$ cat src/rtl/multicycle_adder.sv
// Chunk-serial adder/subtractor: adds CHUNK bits per clock with a registered carry,
// and uses a START/BUSY/DONE handshake so the control FSM can stall on it.
module multicycle_adder #(
   parameter int WIDTH = 32,
   parameter int CHUNK = 8
) (
   input  logic             CLK,
   input  logic             RST,
   input  logic             START,
   input  logic             SUB,
   input  logic             CIN,
   input  logic [WIDTH-1:0] A,
   input  logic [WIDTH-1:0] B,
   output logic [WIDTH-1:0] SUM,
   output logic             COUT,
   output logic             OVF,
   output logic             BUSY,
   output logic             DONE
);

   localparam int NCHUNK = WIDTH / CHUNK;
   localparam int IDX_W  = (NCHUNK > 1) ? $clog2(NCHUNK) : 1;
   localparam logic [IDX_W-1:0] LAST_IDX = IDX_W'(NCHUNK - 1);

   localparam logic [1:0] S_IDLE = 2'd0;
   localparam logic [1:0] S_RUN  = 2'd1;
   localparam logic [1:0] S_FIN  = 2'd2;

   generate
      if (CHUNK < 1 || (WIDTH % CHUNK) != 0) begin : g_paramCheck
         $error("multicycle_adder: WIDTH must be a multiple of CHUNK and CHUNK >= 1");
      end
   endgenerate

   logic [1:0]       r_state;
   logic [WIDTH-1:0] r_a;
   logic [WIDTH-1:0] r_b;
   logic [WIDTH-1:0] r_part;
   logic             r_carry;
   logic [IDX_W-1:0] r_idx;
   logic [WIDTH-1:0] r_sum;
   logic             r_cout;
   logic             r_ovf;

   logic [31:0]      w_base;
   logic [CHUNK-1:0] w_aChunk;
   logic [CHUNK-1:0] w_bChunk;
   logic [CHUNK:0]   w_chunkFull;
   logic [CHUNK-1:0] w_chunkSum;
   logic             w_chunkCarry;
   logic [WIDTH-1:0] w_nextPart;
   logic             w_msbCarryIn;
   logic             w_lastChunk;

   assign w_base       = 32'(r_idx) * 32'(CHUNK);
   assign w_aChunk     = r_a[w_base +: CHUNK];
   assign w_bChunk     = r_b[w_base +: CHUNK];
   assign w_chunkFull  = {1'b0, w_aChunk} + {1'b0, w_bChunk} + (CHUNK+1)'(r_carry);
   assign w_chunkSum   = w_chunkFull[CHUNK-1:0];
   assign w_chunkCarry = w_chunkFull[CHUNK];
   assign w_lastChunk  = (r_idx == LAST_IDX);

   // Recover the carry into the MSB from the MSB sum bit; only meaningful on the last chunk.
   assign w_msbCarryIn = w_chunkSum[CHUNK-1] ^ r_a[WIDTH-1] ^ r_b[WIDTH-1];

   always_comb begin
      w_nextPart = r_part;
      w_nextPart[w_base +: CHUNK] = w_chunkSum;
   end

   always_ff @(posedge CLK) begin
      if (RST) begin
         r_state <= S_IDLE;
         r_a     <= '0;
         r_b     <= '0;
         r_part  <= '0;
         r_carry <= 1'b0;
         r_idx   <= '0;
         r_sum   <= '0;
         r_cout  <= 1'b0;
         r_ovf   <= 1'b0;
      end else begin
         case (r_state)
            S_IDLE, S_FIN: begin
               if (START) begin
                  r_a     <= A;
                  r_b     <= B ^ {WIDTH{SUB}};
                  r_carry <= SUB ? 1'b1 : CIN;
                  r_idx   <= '0;
                  r_state <= S_RUN;
               end else begin
                  r_state <= S_IDLE;
               end
            end
            S_RUN: begin
               r_part  <= w_nextPart;
               r_carry <= w_chunkCarry;
               r_idx   <= r_idx + 1'b1;
               if (w_lastChunk) begin
                  r_sum   <= w_nextPart;
                  r_cout  <= w_chunkCarry;
                  r_ovf   <= w_msbCarryIn ^ w_chunkCarry;
                  r_state <= S_FIN;
               end
            end
            default: r_state <= S_IDLE;
         endcase
      end
   end

   assign SUM  = r_sum;
   assign COUT = r_cout;
   assign OVF  = r_ovf;
   assign BUSY = (r_state == S_RUN);
   assign DONE = (r_state == S_FIN);

endmodule

$ cat config.mk
export PLATFORM = sky130hd
export DESIGN_NAME = multicycle_adder
export DESIGN_NICKNAME = d
export VERILOG_FILES = /design/src/rtl/multicycle_adder.sv
export SDC_FILE = /design/constraint.sdc
export NUM_CORES = 1
export LEC_CHECK = 0
export BUFFER_PORTS_ARGS = -buffer_cell sky130_fd_sc_hd__buf_2
export CORE_MARGIN = 2
export CORE_UTILIZATION = 57
export CTS_BUF_LIST = sky130_fd_sc_hd__clkbuf_8 sky130_fd_sc_hd__clkbuf_16
export CTS_CLUSTER_SIZE = 8
export DETAILED_ROUTE_END_ITERATION = 10
export PLACE_DENSITY = 0.92
export SLEW_MARGIN = 40
export SYNTH_ARGS = -nofsm -noshare
export SYNTH_HDL_FRONTEND = slang
export SYNTH_SLANG_ARGS = --single-unit
$ cat constraint.sdc
create_clock -name CLK -period 4.54 [get_ports CLK]
set_input_delay 0.908 -clock CLK [delete_from_list [all_inputs] [get_ports CLK]]
set_output_delay 0.908 -clock CLK [all_outputs]
set_load 0.02 [all_outputs]
**After elaboration in Yosys (flattened, before gate mapping)**

Cells that the tools add are included.

- Add/sub/neg operators: 4
- Multipliers: 0
- Div/mod/pow operators: 0
- Magnitude comparators: 0
- Equal/unequal tests: 5
- Shift-type cells: 4
- Multiplexer cells: 9
- Bitwise logic cells: 4
- Reductions and logical operators: 6

Operators by type and width:

| kind | count |
|---|---|
| variable part select 32 x 6 -> 8 bit | 2 |
| negation 5 -> 34 bit | 1 |
| variable shift 8 x 34 -> 32 bit, first input constant | 1 |
| variable part select 8 x 34 -> 32 bit | 1 |
| bitwise mux 32 bit | 1 |
| bitwise XOR 32 bit | 1 |
| adder 8 x 8 -> 9 bit | 1 |
| adder 9 x 1 -> 9 bit | 1 |
| one-hot mux 2 bit (2 select lines) | 2 |
| AND reduction 2 bit | 3 |
| == test 2 bit, second input constant | 2 |
| 2-to-1 mux 2 bit | 2 |
| 2-to-1 mux 1 bit | 3 |
| bitwise XOR 1 bit | 3 |
| adder 2 x 1 -> 2 bit, second input constant | 1 |
| == test 2 x 1 -> 1 bit, second input constant | 1 |
| zero test 2 bit | 1 |
| inequality test 2 x 1 -> 1 bit, second input constant | 1 |
| inequality test 2 bit, second input constant | 1 |
| one-hot mux 1 bit (2 select lines) | 1 |
| nonzero test 2 bit | 1 |
| OR reduction 2 bit | 1 |

- Register bits: 135
- Bits in latches: 0
- RAM bits: 0
- Memory bits (read-only): 0
- Bits of input ports: 69
- Memories: 0

**Logic depth before layout (Yosys ltp)**

- Word-level depth: 6
- Mapped depth: 10
- Depth with buffers taken out: 8

**Worst setup path before layout**

No wires, ideal clock.

- Path type: register to register
- Start: reg r_idx[0]
- End: reg r_ovf (netlist: OVF)
- Library setup time: 0.116 ns
- Arrival time: 2.995 ns
- Data required time: 4.424 ns
- Slack: 1.429 ns
- Stages on the path, launching flop included: 10
- Path through: dfxtp_1 buf_6 mux4_2 fa_1 fa_1 a21o_1 a221oi_4 mux2i_1 nand4_1 a31o_1

- Longest elaborated chain between the ends: 6
- Elaborated cells on any way between the ends: 9
- Classes of those cells: add/sub: 2; eq/ne: 1; shift: 2; bitwise: 3; reduce/logical: 1

Ends and longest elaborated chain:

| item | RTL line | RTL |
|---|---|---|
| start: declaration | 40 | `logic [IDX_W-1:0] r_idx;` |
| start signal: assignment | 98 | `r_idx <= r_idx + 1'b1;` |
| variable part select 32 x 6 -> 8 bit, on equally long branches | 56, 57 |  |
| adder 8 x 8 -> 9 bit | 58 | `assign w_chunkFull = {1'b0, w_aChunk} + {1'b0, w_bChunk} + (CHUNK+1)'(r_carry);` |
| adder 9 x 1 -> 9 bit | 58 |  |
| bitwise XOR 1 bit (2 in a row) | 64 | `assign w_msbCarryIn = w_chunkSum[CHUNK-1] ^ r_a[WIDTH-1] ^ r_b[WIDTH-1];` |
| bitwise XOR 1 bit | 102 | `r_ovf <= w_msbCarryIn ^ w_chunkCarry;` |
| end signal: assignment | 102 |  |
| end: declaration | 43 | `logic r_ovf;` |

Several ways; a longest one is shown, not always the timed one.
A chain may end at the register's enable or synchronous reset.

**Worst setup path after layout**

Same ends and word-level chain as after synthesis.

==> summary.txt <==
First-pass detailed-route iteration total -> 5
Finished Cell Area -> 7240 sq um
Synth Net Count -> 736
Setup bufs post-CTS -> 0
Layout cells sized above 1 -> 0.231
Placed Area -> 6570 sq um
Actual slew at the worst max-slew pin -> 767 ps
First-pass GRT wire length -> 25.0 mm
Top FF cell, synth -> dfxtp_1
Logic pwr share -> 0.135
Asr flop ratio synth -> 0
Post-Route WL -> 15.2 mm
Seq pwr share -> 0.404
Nets@finish -> 816
Clk Tree Root Cell -> clkbuf_8
Max-slew violation count -> 0
Sequential area share after synthesis -> 0.449
Clock Power Share -> 0.462
# fillers -> 786
Crit Path Class -> reg -> reg
EDFF count, synth -> 0
PostCTS Resize Cnt -> 0
Post-DP HPWL -> 10.2 mm
Cell variety after synth -> 48
RSZ-0062 raised after global routing -> no
Clock Path Buffers -> 2
Clock latency on the worst-skew pair -> 540 ps
Register bit count reported by yosys -> 135
Synth Instances -> 652
Initial Utilization -> 0.586
Routed length per placed instance -> 17.2 microns
H-tree depth -> 4
CTS tree -> done
LEAKAGE -> 2.86 nW
Final worst slack -> 1190 ps
Vias in the first global route -> 5163
Critical path's slowest cell -> mux4_2
Arr. time, crit path -> 3780 ps
FMAX -> 299 MHz
Vias after detailed routing -> 5277
Cell Rows -> 37
Switching pwr -> 0.819 mW
CTS buffer count -> 17
Drt drc -> 0
Storage cell area -> 2700 sq um
Clock sinks -> 135
Vias per inst -> 6.00
CP Buf/Inv Count -> 1
Global Route Usage Sum -> 0.282
Final Power -> 3.19 mW
Final Critical Period -> 3350 ps
CP Cell Sequence -> buf_4, mux4_2, ha_1, o211ai_1, o211ai_1, nand3_1, a22o_1, a31o_1
Pre-CTS setup slack -> 1290 ps
GPL Wtd Cong -> 0.949
Multi-input combinational cell area -> 3100 sq um
Most frequent CP cell -> o211ai_1
Status -> finished, final reports clean
Top cells by area, synth -> dfxtp_1 45%, a211oi_1 8.6%, nor2_1 6.4%
Clk_skew -> 10.6 ps
Req. time, crit path -> 4970 ps
Mapped Area -> 6020 sq um
Max incr delay on CP -> 580 ps
Worst Path Max Fanout -> 18
Starting DRT DRC Count -> 314
Final hold violation count -> 0
Worst setup SP type -> flop
DIE WIDTH -> 107 microns
Post-DRT Antenna Nets -> 0
Mapped Avg Cell Area -> 9.23 sq um
Cell taking the most area after synthesis -> dfxtp_1
Highest-count cells in the layout ignoring fill and taps -> 135 x dfxtp_1, 103 x nor2_1, 102 x buf_2
Antenna cells -> 0
Setup violators final -> 0
DIE AREA -> 11400 sq um
Crit path max-delay family -> compound AO/OA/AOI/OAI gates
Period Utilization, post-route -> 0.738
Area share of the largest cell type after synthesis -> 0.449
Core ar. -> 10300 sq um
Number of port buffers -> 104
Sw Share -> 0.256
Yosys warns -> 0
Setup TNS -> 0 ps
Largest net degree at the start of global routing -> 101
Rel. slew slack -> 0.487
Int Pwr -> 2.37 mW
Worst min-delay path category -> reg -> reg
Die Height -> 107 microns
Initial antenna violation count -> 0
PD cells -> 441 nW/um^2
Area grow syn2layout -> 20.3%
Clock transition at path regs -> 60 ps
Most common cell after layout, fill and taps aside -> dfxtp_1
Cts hold-fix bufs -> 0
Max cap viols -> 0
VDD IR max -> 0.327 mV
GRT Residual Overflow -> 0
Critical path endpoint category -> flop
Ports -> 105
final cells by class:
type | instances | share of cell area
multi-input combinational | 460 | 0.429
sequential | 135 | 0.373
timing repair buffer | 112 | 0.0841
clock buffer | 18 | 0.0591
clock inverter | 13 | 0.0283
tap | 136 | 0.0235
inverter | 6 | 0.00311
final timing paths:
path / startpoint / endpoint / slack, ps / cells after the start
setup / recovery: r_idx[0] / OVF / 1190 / 8
hold / removal: r_a[2] / r_a[2] / 470 / 2
setup reg to reg: r_idx[0] / OVF / 1190 / 8
hold reg to reg: r_a[2] / r_a[2] / 470 / 2
state kept, by name, summed over array words and instances, names as in the netlist:
register / count
COUT: 1
OVF: 1
SUM: 32
r_a: 32
r_b: 32
r_carry: 1
r_idx: 2
r_part: 32
r_state: 2
layer usage:
layer	global-route usage	wire length (microns)	up-vias	share of wire
met3	0.0796	1090	62	0.072
met5	0	0	-	0
met1	0.333	5970	2472	0.39
li1	-	-	2496	-
met2	0.467	7460	247	0.49
met4	0.146	666	0	0.044
Yosys cell counts, types with 3 or more instances:
library cell and instances:
nor2_1 103, and2_1 5, nand2_1 74, buf_1 3, mux4_2 16, nand3_1 5
a32oi_1 4, xor2_1 3, buf_2 7, ha_1 13, a22oi_1 29, nor3_1 13
a221oi_1 11, xnor2_1 34, dfxtp_1 135, a21oi_1 43, nand2b_1 3, clkbuf_1 40
o21ai_0 3, inv_1 3, a211oi_1 69, a21o_1 4
worst reg2reg max path, stage by stage (launching register included):
cell and delay (ps):
dfxtp_1 480, buf_4 380, mux4_2 590, ha_1 420
o211ai_1 150, o211ai_1 260, nand3_1 410, a22o_1 350
a31o_1 210
metrics by stage:
step	cells	hold slack [ps]	util
after global routing	880	486	0.705
after floorplan	652	433	-
after CTS	879	466	0.701
final	880	465	0.705
after detailed placement	848	454	0.639
after global placement	848	444	0.639
power by group through the flow:
stage,clock (mW),sequential (mW),combinational [mW]
after detailed placement,0,1.31,0.410
after global routing,1.54,1.29,0.470
after CTS,1.48,1.29,0.418
after floorplan,0,1.30,0.305
after global placement,0,1.31,0.391
final,1.47,1.29,0.429
kinds of logic after synthesis:
kind of cell / synth area share
xor gates and xnor gates: 0.0565
AOI/OAI and AO/OA: 0.206
and+or+nand+nor: 0.155
muxes: 0.0615
DFF: 0.449
adders and majority gates: 0.0337
buffers and inverters: 0.0382
No activity file was read; power rests on OpenSTA's default activity.
